## config.mk

```make
export PLATFORM = sky130hd
export DESIGN_NAME = sync_fifo_buffer
export DESIGN_NICKNAME = d
export VERILOG_FILES = /design/src/rtl/sync_fifo_buffer.sv
export SDC_FILE = /design/constraint.sdc
export NUM_CORES = 1
export LEC_CHECK = 0
export BUFFER_PORTS_ARGS = -buffer_cell sky130_fd_sc_hd__buf_2
export CAP_MARGIN = 0
export CORE_MARGIN = 1.5
export CORE_UTILIZATION = 56
export CTS_CLUSTER_DIAMETER = 40
export CTS_CLUSTER_SIZE = 8
export DETAILED_ROUTE_END_ITERATION = 10
export GPL_TIMING_DRIVEN = 0
export PLACE_DENSITY = 0.73
export REMOVE_ABC_BUFFERS = 1
export SLEW_MARGIN = 30
export SYNTH_ARGS = -nofsm -noshare
export SYNTH_HDL_FRONTEND = slang
export SYNTH_SLANG_ARGS = --single-unit
```

## constraint.sdc

```tcl
create_clock -name clock -period 3.05 [get_ports clock]
set_input_delay 0.305 -clock clock [delete_from_list [all_inputs] [get_ports clock]]
set_output_delay 0.305 -clock clock [all_outputs]
set_load 0.02 [all_outputs]
```

## src/rtl/sync_fifo_buffer.sv

```systemverilog
// Synchronous FIFO: DEPTH words in a simple dual-port RAM plus one word in the registered output stage.
// With CIRCULAR_BUFFER set, writes never stall and a full buffer discards its oldest word.
module sync_fifo_buffer #(
    parameter int WORD_WIDTH      = 8,
    parameter int DEPTH           = 16,
    parameter     RAMSTYLE        = "",
    parameter int CIRCULAR_BUFFER = 0
) (
    input  logic                  clock,
    input  logic                  clear,
    input  logic                  input_valid,
    output logic                  input_ready,
    input  logic [WORD_WIDTH-1:0] input_data,
    output logic                  output_valid,
    input  logic                  output_ready,
    output logic [WORD_WIDTH-1:0] output_data
);

    localparam int            AW        = (DEPTH > 1) ? $clog2(DEPTH) : 1;
    localparam logic [AW-1:0] LAST_ADDR = AW'(DEPTH - 1);
    localparam bit            CIRCULAR  = (CIRCULAR_BUFFER != 0);

    logic [AW-1:0] wr_addr;
    logic [AW-1:0] rd_addr;
    logic          wr_wrap;
    logic          rd_wrap;
    logic          addr_eq;
    logic          empty;
    logic          full;
    logic          insert;
    logic          remove;
    logic          load;
    logic          read_en;
    logic          write_en;

    // Returns {wrap, addr} after one step; the wrap bit flips each time the address rolls over.
    function automatic logic [AW:0] next_ptr(input logic wrap, input logic [AW-1:0] addr);
        logic [AW:0] result;
        if (addr == LAST_ADDR) begin
            result = {~wrap, {AW{1'b0}}};
        end else begin
            result = {wrap, addr + AW'(1)};
        end
        return result;
    endfunction

    assign addr_eq     = (wr_addr == rd_addr);
    assign empty       = addr_eq && (wr_wrap == rd_wrap);
    assign full        = addr_eq && (wr_wrap != rd_wrap);
    assign input_ready = CIRCULAR ? 1'b1 : !full;
    assign insert      = input_valid && input_ready;
    assign remove      = (output_valid && output_ready) || (CIRCULAR && full && insert);
    assign load        = remove || (!output_valid && !empty);
    assign read_en     = load && !empty && !clear;
    assign write_en    = insert && !clear;

    always_ff @(posedge clock) begin
        if (clear) begin
            wr_addr      <= '0;
            wr_wrap      <= 1'b0;
            rd_addr      <= '0;
            rd_wrap      <= 1'b0;
            output_valid <= 1'b0;
        end else begin
            if (insert) begin
                {wr_wrap, wr_addr} <= next_ptr(wr_wrap, wr_addr);
            end
            if (read_en) begin
                {rd_wrap, rd_addr} <= next_ptr(rd_wrap, rd_addr);
            end
            if (load) begin
                output_valid <= !empty;
            end
        end
    end

    // Read-before-write on a shared address returns the old word; no forwarding path.
    if (RAMSTYLE == "") begin : g_mem
        logic [WORD_WIDTH-1:0] mem [DEPTH];

        always_ff @(posedge clock) begin
            if (write_en) begin
                mem[wr_addr] <= input_data;
            end
            if (read_en) begin
                output_data <= mem[rd_addr];
            end
        end
    end else begin : g_mem_hinted
        (* ramstyle = RAMSTYLE, ram_style = RAMSTYLE *)
        logic [WORD_WIDTH-1:0] mem [DEPTH];

        always_ff @(posedge clock) begin
            if (write_en) begin
                mem[wr_addr] <= input_data;
            end
            if (read_en) begin
                output_data <= mem[rd_addr];
            end
        end
    end

endmodule

```

After elaboration in Yosys (flattened, before gate mapping)
Memory sizes are Yosys's and may differ from the RTL's. A register that Yosys moved wholly into a read port is not among the register bits.
Cells that the tools add are included.
- add/subtract/negate cells: 2
- equality and inequality tests: 5
- mux-type cells: 4
- bitwise gates (word level): 2
- reductions and logical operators: 15
- operators by type and width (cell ; count):
    adder 4 x 1 -> 4 bit (second input constant) ; 2
    == test 4 bit (second input constant) ; 2
    logical AND 1 bit ; 8
    2-to-1 mux 4 bit ; 2
    == test 4 bit ; 1
    zero test 1 bit ; 4
    AND reduction 2 bit ; 2
    2-to-1 mux 1 bit ; 2
    inverter 1 bit ; 2
    == test 1 bit ; 1
    logical OR 1 bit ; 1
    != test 1 bit ; 1
- bits in registers: 11
- bits in writable memories: 128
- word-level logic and storage cells: 34
- memories: 1
- memories (name ; words ; width ; read ports ; clocked after Yosys merged registers in ; write ports ; line ; text):
    g_mem.mem ; 16 ; 8 ; 1 ; 1 ; 1 ; 79 ; logic [WORD_WIDTH-1:0] mem [DEPTH];

Logic depth before layout (Yosys ltp)
Gate-level depths: netlist of the first run.
- word-level depth: 8
- gate-level depth with buffers: 7
- gate-level depth less buffers: 5

Worst setup path before layout of the first run
No wires, ideal clock.
- kind: reg2reg
- from: reg rd_addr[1]
- to: mem g_mem.mem[10][0] (enable)
- library setup time: 0.395 ns
- arrival: 1.917 ns
- setup slack: 0.738 ns
- cell stages (with the launch flop): 7
- buffers on the path: 2
- path through: dfxtp_1 -> buf_2 -> xnor2_1 -> nand4_2 -> o21ai_2 -> buf_4 -> nor4_1
- longest elaborated chain between the ends: 7
- ends and longest elaborated chain (item ; line ; text):
    start, declared ; 24 ; logic [AW-1:0] rd_addr;
    start signal, assigned ; 69 ; {rd_wrap, rd_addr} <= next_ptr(rd_wrap, rd_addr);
    == test 4 bit ; 47 ; assign addr_eq = (wr_addr == rd_addr);
    logical AND 1 bit ; 49 ; assign full = addr_eq && (wr_wrap != rd_wrap);
    zero test 1 bit ; 50 ; assign input_ready = CIRCULAR ? 1'b1 : !full;
    logical AND 1 bit ; 51 ; assign insert = input_valid && input_ready;
    logical AND 1 bit ; 55 ; assign write_en = insert && !clear;
    2-to-1 mux 1 bit ; 82 ; if (write_en) begin
    2-to-1 mux 1 bit (implied by the code) ; 83 ; mem[wr_addr] <= input_data;
    end, declared ; 79 ;
No other way between the ends.

Worst setup path in the final report of the first run
- from: reg rd_addr[3]
- to: mem g_mem.mem[2][2] (enable)
The elaborated chain is that of the path after synthesis.

==> flow_summary_export.csv, run 1 <==
group,metric,value,unit
placement,dp_hpwl,7550,um
finish,nets,384,
placement,dpl_cell_area,0.00649,sq mm
detailed_routing,antenna_left,0,
pwr,vdd_ir_drop_max,0.489,mV
detailed_routing,num_vias,3259,
floorplan,start_util,0.570,
timing,slew_headroom,0.341,
setup_path,r2r_start,"rd_addr[3]",
floorplan,fp.coreArea,0.0108,sq mm
clock_tree,clock_path_buffers,2,
setup_path,crit_family,"simple AND/OR/NAND/NOR gates",
timing,max_freq,359,MHz
timing,hold_viol,0,
finish,utilization,0.655,
detailed_routing,drtPass1Iterations,6,
worst_hold_path,worstHoldStart,"input_valid",
finish,area_delta_synth_final,15.0,%
placement,dp_slack,0.125,ns
detailed_routing,dr_wl_met3,762,um
yosys,synth_cells,335,
grt,grt_max_degree,29,
detailed_routing,m1WireLength,4840,um
clock_tree,cts_setup_buffers,0,
clock_tree,cts-buffers-inserted,17,
floorplan,io_pins,22,
timing,final.min_clock_period,2.79,ns
detailed_routing,wl_met2,5990,um
yosys,synth_area,0.00615,sq mm
timing,slew_viol_final,0,
pwr,switchingPower,1.47,mW
finish,drive_gt1_frac,0.276,
finish,fin_area,0.00707,sq mm
timing,tightestPinTransition,0.985,ns
timing,holdWs,0.160,ns
yosys,synth_top_family_by_area,"multiplexers",
pwr,switching_share,0.272,
yosys,yosys_warnings,0,
setup_path,arrival,3.01,ns
yosys,syn_area_per_cell,18.4,sq um
timing,fin_skew,0.00826,ns
timing,fin_crit_sh,0.914,
setup_path,start_kind,"register",
yosys,synth_top_area_cell,"edfxtp_1",
detailed_routing,vias_per_cell,6.27,
clock_tree,clkSinkCount,147,
setup_path,worst-path-max-fanout,20,
detailed_routing,drt-initial-drc-count,333,
clock_tree,cts_tree,"done",
yosys,ys_seq_area_frac,0.700,
timing,rsz0062_at_grt,"false",
job,cap_violations,0,
grt,grt_pass1_vias,3179,
yosys,synth-async-reset-ratio,0,
yosys,ys_seq_elements,147,
yosys,synthTopCellsByCount,"136 x edfxtp_1, 30 x nand2_1, 19 x mux4_1",
yosys,synth.area.mux_share,0.134,
detailed_routing,drc,0,
setup_path,reg2reg_slack,0.26,ns
grt,gr-total-overflow,0,
yosys,synth.top_cells.by_area,"edfxtp_1 66%, mux4_1 8.1%, mux4_2 4.8%",
pwr,p_leak,2.28,nW
yosys,yosysMostFrequentCell,"edfxtp_1",
timing,setup_viol,0,
setup_path,cp_slowest_cell,"dfxtp_1",
yosys,synth.distinct_cells,43,
floorplan,placementRows,38,
setup_path,path_class,"reg -> reg",
setup_path,cp_num_buf_inv,1,
timing,fin_ws,0.263,ns
outcome,status,"finished, final reports clean",
yosys,yosysTopAreaCellShare,0.664,
setup_path,critPathRequiredTime,3.27,ns
finish,fillers,716,
detailed_routing,highest_layer,"met4",
clock_tree,htree_levels,4,
pwr,p_int,3.93,mW
grt,grt_usage,0.223,
setup_path,cp-end-kind,"register",
finish,diodes,0,
pwr,power_density,764,mW/mm^2
grt,grt_first_pass_wirelength,18100,um
detailed_routing,wl,11800,um
setup_path,rr_worst_depth,5,
setup_path,cpPeakStageDelay,0.85,ns
worst_hold_path,holdPathStages,3,
floorplan,die_area,0.0116,sq mm
pwr,seqPwrFrac,0.447,
floorplan,die_x,108,um
clock_tree,clk_pin_slew,0.06,ns
placement,portBuffers,21,
clock_tree,worst_skew_pair.late_latency,0.52,ns
grt,antenna_found_initial,0,
clock_tree,cts_root_buf,"clkbuf_8",
worst_hold_path,min-delay-path-class,"in -> reg",
yosys,synth_adder_area_share,0.0102,
yosys,synth_compound_area_frac,0.0497,
clock_tree,ctsResizeCount,0,
worst_hold_path,min_to,"wr_addr[1]",
yosys,synth_edf_count,136,
pwr,pwr-share-clk,0.367,
setup_path,cp_cell_sequence,"xnor2_1, nand4_2, o21ai_4, nor4_2, buf_2",
yosys,ys.flop_type,"edfxtp_1",
yosys,synthXorXnorAreaFrac,0.0128,
placement,gp_congestion,0.804,
pwr,p_comb_frac,0.186,
floorplan,die_h,108,um
detailed_routing,post_drt_wl_per_cell,22.7,um
clock_tree,postCtsHoldBufs,0,
yosys,synth_simple_gate_area_frac,0.0629,
setup_path,r2r_end,"g_mem.mem[2][2]",
power groups by stage:
| stage | sequential [mW] | combinational, mW | clock [mW] |
|---|---|---|---|
| floorplan | 2.54 | 0.550 | 0 |
| global placement | 2.56 | 0.825 | 0 |
| detailed placement | 2.46 | 0.996 | 0 |
| CTS | 2.42 | 1.01 | 2.01 |
| global route | 2.43 | 1.07 | 2.10 |
| finish | 2.41 | 1.01 | 1.98 |
kinds of logic after synthesis:
family | count (synthesis)
AND/OR/NAND/NOR | 73
buffers and inverters | 29
AO/OA/AOI/OAI | 40
XOR/XNOR | 6
multiplexers | 35
flip-flops | 147
adder cells (fa/ha/maj) | 5
routing by layer:
metal,vias up,global-route usage
li1,1456,-
met1,1639,0.294
met2,142,0.359
met3,22,0.0593
met4,0,0.0883
met5,-,0
registers in the layout, indices dropped and copies added (netlist names):
signal and flops:
output_valid 1, rd_addr 4, output_data 8, wr_wrap 1, rd_wrap 1, wr_addr 4
g_mem.mem 128
worst reg2reg max path: cells and delay by family, from the launching register on:
family                    cells  cell delay [ns]
and+or+nand+nor               2             0.91
DFF                           1             0.85
buffers and inverters         1             0.30
AOI/OAI and AO/OA             1             0.22
xor gates and xnor gates      1             0.21
layout by cell type (no fill, tap or decap), types with 6 or more instances in the layout:
cell type	netlist	layout
nor2b_1	8	8
nor4_2	0	12
buf_2	6	28
nand2_1	30	30
a31oi_1	9	9
edfxtp_1	136	136
a211oi_1	8	8
mux4_1	19	19
mux4_2	13	13
clkbuf_16	0	16
dfxtp_1	11	8
buf_4	2	6
inv_1	6	6
stage by stage:
stage               TNS [ns]  instances  power (mW)
global route               0        520        5.60
finish                     0        520        5.40
CTS                        0        520        5.44
detailed placement         0        488        3.45
floorplan             -19.35        312        3.09
global placement     -185.85        473        3.38
worst max path at each step:
stage                    start         endpoint  slack [ns]  depth (start not counted)
floorplan           rd_addr[0]  g_mem.mem[4][0]       -0.22                          4
global placement    rd_addr[0]  g_mem.mem[2][3]       -1.54                          4
detailed placement  rd_addr[3]  g_mem.mem[2][3]        0.12                          5
CTS                 rd_addr[3]  g_mem.mem[2][2]        0.12                          5
global route        rd_addr[3]  g_mem.mem[2][2]        0.11                          5
finish              rd_addr[3]  g_mem.mem[2][2]        0.26                          5
area by class of cell:
class / count / area, sq um / share of cell area
clock buffers: 17 / 414 / 0.0586
multi-input cells: 159 / 1760 / 0.249
clock inverters: 15 / 158 / 0.0223
well taps: 140 / 175 / 0.0248
flip-flops and latches: 147 / 4310 / 0.610
repair buffers: 36 / 233 / 0.0329
inverters: 6 / 22.5 / 0.00318
No activity file was read; power rests on OpenSTA's default activity.
==> run 2: changes to the inputs <==
--- a/config.mk
+++ b/config.mk
@@ -8,12 +8,12 @@
 export BUFFER_PORTS_ARGS = -buffer_cell sky130_fd_sc_hd__buf_2
 export CAP_MARGIN = 0
 export CORE_MARGIN = 1.5
-export CORE_UTILIZATION = 56
+export CORE_UTILIZATION = 55
 export CTS_CLUSTER_DIAMETER = 40
 export CTS_CLUSTER_SIZE = 8
 export DETAILED_ROUTE_END_ITERATION = 10
 export GPL_TIMING_DRIVEN = 0
-export PLACE_DENSITY = 0.73
+export PLACE_DENSITY = 0.75
 export REMOVE_ABC_BUFFERS = 1
 export SLEW_MARGIN = 30
 export SYNTH_ARGS = -nofsm -noshare
==> constraint.sdc (replaced) <==
create_clock -name clock -period 2.5 [get_ports clock]
set_input_delay 0.25 -clock clock [delete_from_list [all_inputs] [get_ports clock]]
set_output_delay 0.25 -clock clock [all_outputs]
set_load 0.02 [all_outputs]
==> run 2 against run 1 <==
Net effect:
- global-route usage increased by 0.59 points
- register-to-register slack got worse by 0.22 ns
- non-clock buffer count decreased by 1
- core utilization decreased by 0.14 points
- total power increased by 23%
- die area increased by 1.8%
- first-iteration DRC count decreased by 7.5%
- clock skew decreased by 0.0025 ns
- final cell count unchanged
- critical path depth unchanged
- via count increased by 0.55%
- routed wire length increased by 4.7%
- largest power group unchanged
==> flow_summary_export.csv, run 2 (synthesized netlist as in run 1, its figures left out) <==
group,metric,value,unit
finish,layout_common_cells,"136 x edfxtp_1, 30 x nand2_1, 27 x buf_2, 19 x mux4_1, 16 x clkbuf_16",
detailed_routing,drtPass1Iterations,5,
detailed_routing,wl,12400,um
placement,gp_congestion,0.812,
floorplan,die_x,109,um
setup_path,critPathRequiredTime,2.73,ns
timing,final.min_clock_period,2.45,ns
grt,grt_max_degree,31,
setup_path,cp_cell_sequence,"xnor2_1, nand4_2, o21ai_4, nor4_2, buf_2",
finish,top_regs,"g_mem.mem: 128 flops, output_data: 8 flops",
clock_tree,worst_skew_pair.late_latency,0.53,ns
job,cap_violations,0,
clock_tree,clock_path_buffers,2,
pwr,p_comb_frac,0.189,
timing,rsz0062_at_grt,"true",
floorplan,die_area,0.0118,sq mm
placement,portBuffers,21,
finish,nets,384,
placement,dp_slack,-0.414,ns
clock_tree,postCtsHoldBufs,0,
clock_tree,htree_levels,4,
finish,largest_register_ffs,128,
grt,antenna_found_initial,0,
setup_path,arrival,2.68,ns
detailed_routing,drt-initial-drc-count,308,
timing,tns,0,ns
setup_path,cpPeakStageDelay,0.64,ns
worst_hold_path,min-delay-path-class,"in -> reg",
setup_path,r2r_start,"rd_addr[3]",
placement,dp_hpwl,7580,um
worst_hold_path,holdPathStages,1,
grt,grt_usage,0.229,
setup_path,cp_slowest_cell,"dfxtp_2",
pwr,switchingPower,1.85,mW
finish,fillers,699,
grt,grt_first_pass_wirelength,18700,um
floorplan,placementRows,38,
pwr,seqPwrFrac,0.441,
detailed_routing,vias_per_cell,6.30,
timing,tightestPinTransition,0.848,ns
pwr,vdd_ir_drop_max,0.496,mV
detailed_routing,post_drt_wl_per_cell,23.8,um
timing,fin_crit_sh,0.982,
finish,drive_gt1_frac,0.292,
detailed_routing,drc,0,
floorplan,fp.coreArea,0.0109,sq mm
detailed_routing,num_vias,3277,
timing,max_freq,408,MHz
timing,slew_headroom,0.433,
pwr,p_leak,2.30,nW
grt,grt_pass1_vias,3224,
finish,area_delta_synth_final,15.8,%
setup_path,crit_family,"simple AND/OR/NAND/NOR gates",
grt,gr-total-overflow,0,
setup_path,reg2reg_slack,0.05,ns
setup_path,start_kind,"register",
pwr,switching_share,0.278,
floorplan,io_pins,22,
floorplan,start_util,0.565,
floorplan,die_h,109,um
clock_tree,clkSinkCount,147,
timing,fin_skew,0.00573,ns
setup_path,cp_num_buf_inv,1,
clock_tree,clk_pin_slew,0.06,ns
finish,diodes,0,
pwr,pwr-share-clk,0.370,
clock_tree,cts_root_buf,"clkbuf_8",
setup_path,r2r_end,"g_mem.mem[6][6]",
setup_path,cp-end-kind,"register",
setup_path,rr_worst_depth,5,
pwr,p_int,4.80,mW
detailed_routing,antenna_left,0,
outcome,status,"finished, final reports clean",
worst_hold_path,min_to,"g_mem.mem[1][3]",
timing,hold_viol,0,
pwr,power_density,933,mW/mm^2
clock_tree,cts_tree,"done",
clock_tree,cts-buffers-inserted,17,
setup_path,path_class,"reg -> reg",
finish,utilization,0.654,
timing,setup_viol,0,
finish,largest-register,"g_mem.mem",
timing,slew_viol_final,0,
setup_path,worst-path-max-fanout,20,
worst_hold_path,worstHoldStart,"input_data[3]",
timing,fin_ws,0.0462,ns
finish,final_common_cell,"edfxtp_1",
[run 2: how the worst max path moves through the flow]
stage	cells past startpoint	slack, ns	to	start
4_1_cts	5	0.003	input_ready	rd_addr[1]
3_5_place_dp	5	-0.41	g_mem.mem[9][5]	rd_addr[3]
5_1_grt	6	-0.07	g_mem.mem[6][6]	rd_addr[1]
2_1_floorplan	4	-0.77	g_mem.mem[4][0]	rd_addr[0]
3_3_place_gp	4	-1.99	g_mem.mem[6][2]	rd_addr[0]
6_report	5	0.05	g_mem.mem[6][6]	rd_addr[3]
[run 2: cell type report]
cell class | count | area (sq um) | area share
flip-flops and latches | 147 | 4320 | 0.606
multi-input cells | 160 | 1810 | 0.254
clock buffers | 17 | 414 | 0.0582
repair buffers | 35 | 228 | 0.0320
well taps | 140 | 175 | 0.0246
clock inverters | 15 | 156 | 0.0220
inverters | 6 | 22.5 | 0.00316
[run 2: routing by layer]
metal / share of wire / up-vias / GRT usage
li1: - / 1450 / -
met1: 0.42 / 1708 / 0.295
met2: 0.53 / 103 / 0.384
met3: 0.041 / 16 / 0.0526
met4: 0.012 / 0 / 0.0855
met5: 0 / - / 0
[run 2: power groups by stage]
stage               sequential, mW  combinational, mW  clock [mW]
floorplan                     3.10              0.670           0
global placement              3.11               1.01           0
detailed placement            2.99               1.23           0
CTS                           2.93               1.26        2.47
global route                  2.95               1.34        2.56
finish                        2.93               1.26        2.46
[run 2: per-stage QoR]
step	hold slack, ns	cells	cell area [sq um]	power [mW]
after global routing	0.122	520	7120	6.85
after detailed placement	0.606	487	6490	4.21
after CTS	0.110	520	7100	6.66
after floorplan	0.319	312	5980	3.77
final	0.127	520	7120	6.64
after global placement	0.594	473	6260	4.12
[run 2: worst register-to-register path, stage by stage (launching register included)]
cell	delay, ns
dfxtp_2	0.64
xnor2_1	0.20
nand4_2	0.30
o21ai_4	0.19
nor4_2	0.52
buf_2	0.31
[run 2: repair_timing]
action / CTS / global route
pin swaps: 1 / 0
cloned: 1 / 0
endpoints found under the setup margin: 137 / 47
gates resized for setup: 7 / 4
buffers inserted: 0 / 0
hold endpoints to repair: 0 / 0
==> run 3: changes to the inputs <==
--- a/config.mk
+++ b/config.mk
@@ -13,6 +13,7 @@
 export CTS_CLUSTER_SIZE = 8
 export DETAILED_ROUTE_END_ITERATION = 10
 export GPL_TIMING_DRIVEN = 0
+export MAX_ROUTING_LAYER = met4
 export PLACE_DENSITY = 0.75
 export REMOVE_ABC_BUFFERS = 1
 export SLEW_MARGIN = 30
==> run 3 against run 2 <==
Net effect:
- final area is the same
- via count shrank 0.82%
- first-iteration DRC count grew 11%
- critical path type unchanged
- largest cell class unchanged
- largest power group unchanged
==> flow_summary_export.csv, run 3 (synthesized netlist as in run 1, its figures left out) <==
group,metric,value,unit
grt,grt_first_pass_wirelength,18700,um
pwr,switchingPower,1.84,mW
floorplan,placementRows,38,
floorplan,die_h,109,um
grt,antenna_found_initial,0,
finish,area_delta_synth_final,15.8,%
setup_path,r2r_start,"rd_addr[1]",
clock_tree,clk_pin_slew,0.06,ns
placement,dp_hpwl,7580,um
timing,fin_skew,0.00590,ns
finish,fin_area,0.00712,sq mm
pwr,pwr-share-clk,0.369,
detailed_routing,num_vias,3250,
floorplan,fp.coreArea,0.0109,sq mm
placement,dp_slack,-0.414,ns
pwr,p_leak,2.30,nW
outcome,status,"finished, final reports clean",
placement,placed_cells,487,
clock_tree,cts_root_buf,"clkbuf_8",
pwr,power_density,932,mW/mm^2
detailed_routing,drc,0,
grt,grt_usage,0.236,
timing,slew_viol_final,0,
pwr,p_comb_frac,0.189,
grt,grt_pass1_vias,3212,
detailed_routing,wl,12300,um
floorplan,io_pins,22,
pwr,switching_share,0.277,
setup_path,critPathRequiredTime,2.74,ns
worst_hold_path,worstHoldStart,"input_data[1]",
clock_tree,clkSinkCount,147,
worst_hold_path,min-delay-path-class,"in -> reg",
timing,final.min_clock_period,2.41,ns
clock_tree,cts-buffers-inserted,17,
timing,setup_viol,0,
clock_tree,cts_tree,"done",
timing,hold_viol,0,
floorplan,start_util,0.565,
finish,drive_gt1_frac,0.292,
clock_tree,htree_levels,4,
job,cap_violations,0,
timing,tns,0,ns
placement,dpl_cell_area,0.00649,sq mm
finish,top_regs,"g_mem.mem: 128 flops, output_data: 8 flops",
detailed_routing,drt-initial-drc-count,342,
finish,layout_common_cells,"136 x edfxtp_1, 30 x nand2_1, 27 x buf_2, 19 x mux4_1, 16 x clkbuf_16",
pwr,vdd_ir_drop_max,0.494,mV
detailed_routing,antenna_left,0,
placement,portBuffers,21,
setup_path,worst-path-max-fanout,26,
timing,max_freq,414,MHz
pwr,p_int,4.80,mW
finish,final_common_cell,"edfxtp_1",
grt,gr-total-overflow,0,
detailed_routing,post_drt_wl_per_cell,23.7,um
finish,fillers,699,
setup_path,cp-end-kind,"register",
placement,gp_congestion,0.824,
setup_path,path_class,"reg -> reg",
setup_path,crit_path_start,"rd_addr[1]",
setup_path,start_kind,"register",
clock_tree,worst_skew_pair.late_latency,0.53,ns
finish,diodes,0,
timing,tightestPinTransition,0.861,ns
clock_tree,postCtsHoldBufs,0,
clock_tree,clock_path_buffers,2,
floorplan,die_x,109,um
grt,grt_max_degree,31,
timing,slew_headroom,0.424,
timing,fin_ws,0.0874,ns
finish,nets,384,
timing,rsz0062_at_grt,"true",
setup_path,arrival,2.65,ns
finish,largest_register_ffs,128,
detailed_routing,drtPass1Iterations,4,
timing,fin_crit_sh,0.965,
floorplan,die_area,0.0118,sq mm
finish,finalNonFillerCells,520,
finish,largest-register,"g_mem.mem",
detailed_routing,vias_per_cell,6.25,
pwr,seqPwrFrac,0.442,
## run 3: cell counts in the layout (fill, tap and decap cells not counted)
No cell type changed its count.
## run 3: area by class of cell
class                      instances  area [sq um]  area share
multi-input combinational        160          1810       0.254
clock inverter                    15           156      0.0220
sequential                       147          4320       0.606
tap                              140           175      0.0246
inverter                           6          22.5     0.00316
clock buffer                      17           414      0.0582
timing repair buffer              35           228      0.0320
## run 3: power by group through the flow
stage	Sequential [mW]	Combinational [mW]	Clock [mW]
CTS	2.93	1.26	2.47
global placement	3.11	1.01	0
global route	2.95	1.34	2.57
detailed placement	2.99	1.23	0
finish	2.93	1.26	2.45
floorplan	3.10	0.670	0
## run 3: path summary, 6_finish.rpt
check / end / cells past startpoint / slack (ns)
setup / recovery: g_mem.mem[0][7] / 6 / 0.09
hold / removal: g_mem.mem[11][1] / 1 / 0.12
setup reg to reg: g_mem.mem[0][7] / 6 / 0.09
hold reg to reg: wr_addr[1] / 2 / 0.61
## run 3: critical path, stage by stage, from the launching register on
cell and delay, ns:
dfxtp_2 0.52, buf_16 0.22, xnor2_1 0.12, nand4_2 0.27
o21ai_4 0.19, nor4_2 0.51, buf_2 0.28
## run 3: timing repair
action,4_1_cts,5_1_grt
pin swaps,1,0
endpoints found under the setup margin,137,44
resized for setup,7,4
gates cloned,1,0
setup buffers,0,0
## run 3: per-stage QoR
| step | util | hold WS [ns] | power [mW] |
|---|---|---|---|
| global placement | 0.575 | 0.594 | 4.12 |
| floorplan | - | 0.319 | 3.77 |
| finish | 0.654 | 0.123 | 6.64 |
| global route | 0.654 | 0.120 | 6.86 |
| detailed placement | 0.596 | 0.606 | 4.21 |
| CTS | 0.652 | 0.110 | 6.66 |
## run 3: layer usage
layer	share of wire	up-vias	GRT usage	wire length (um)
met5	0	-	-	0
met4	0.015	0	0.0855	179
met3	0.041	16	0.0544	507
met2	0.52	82	0.384	6400
met1	0.42	1706	0.295	5230
li1	-	1446	-	-
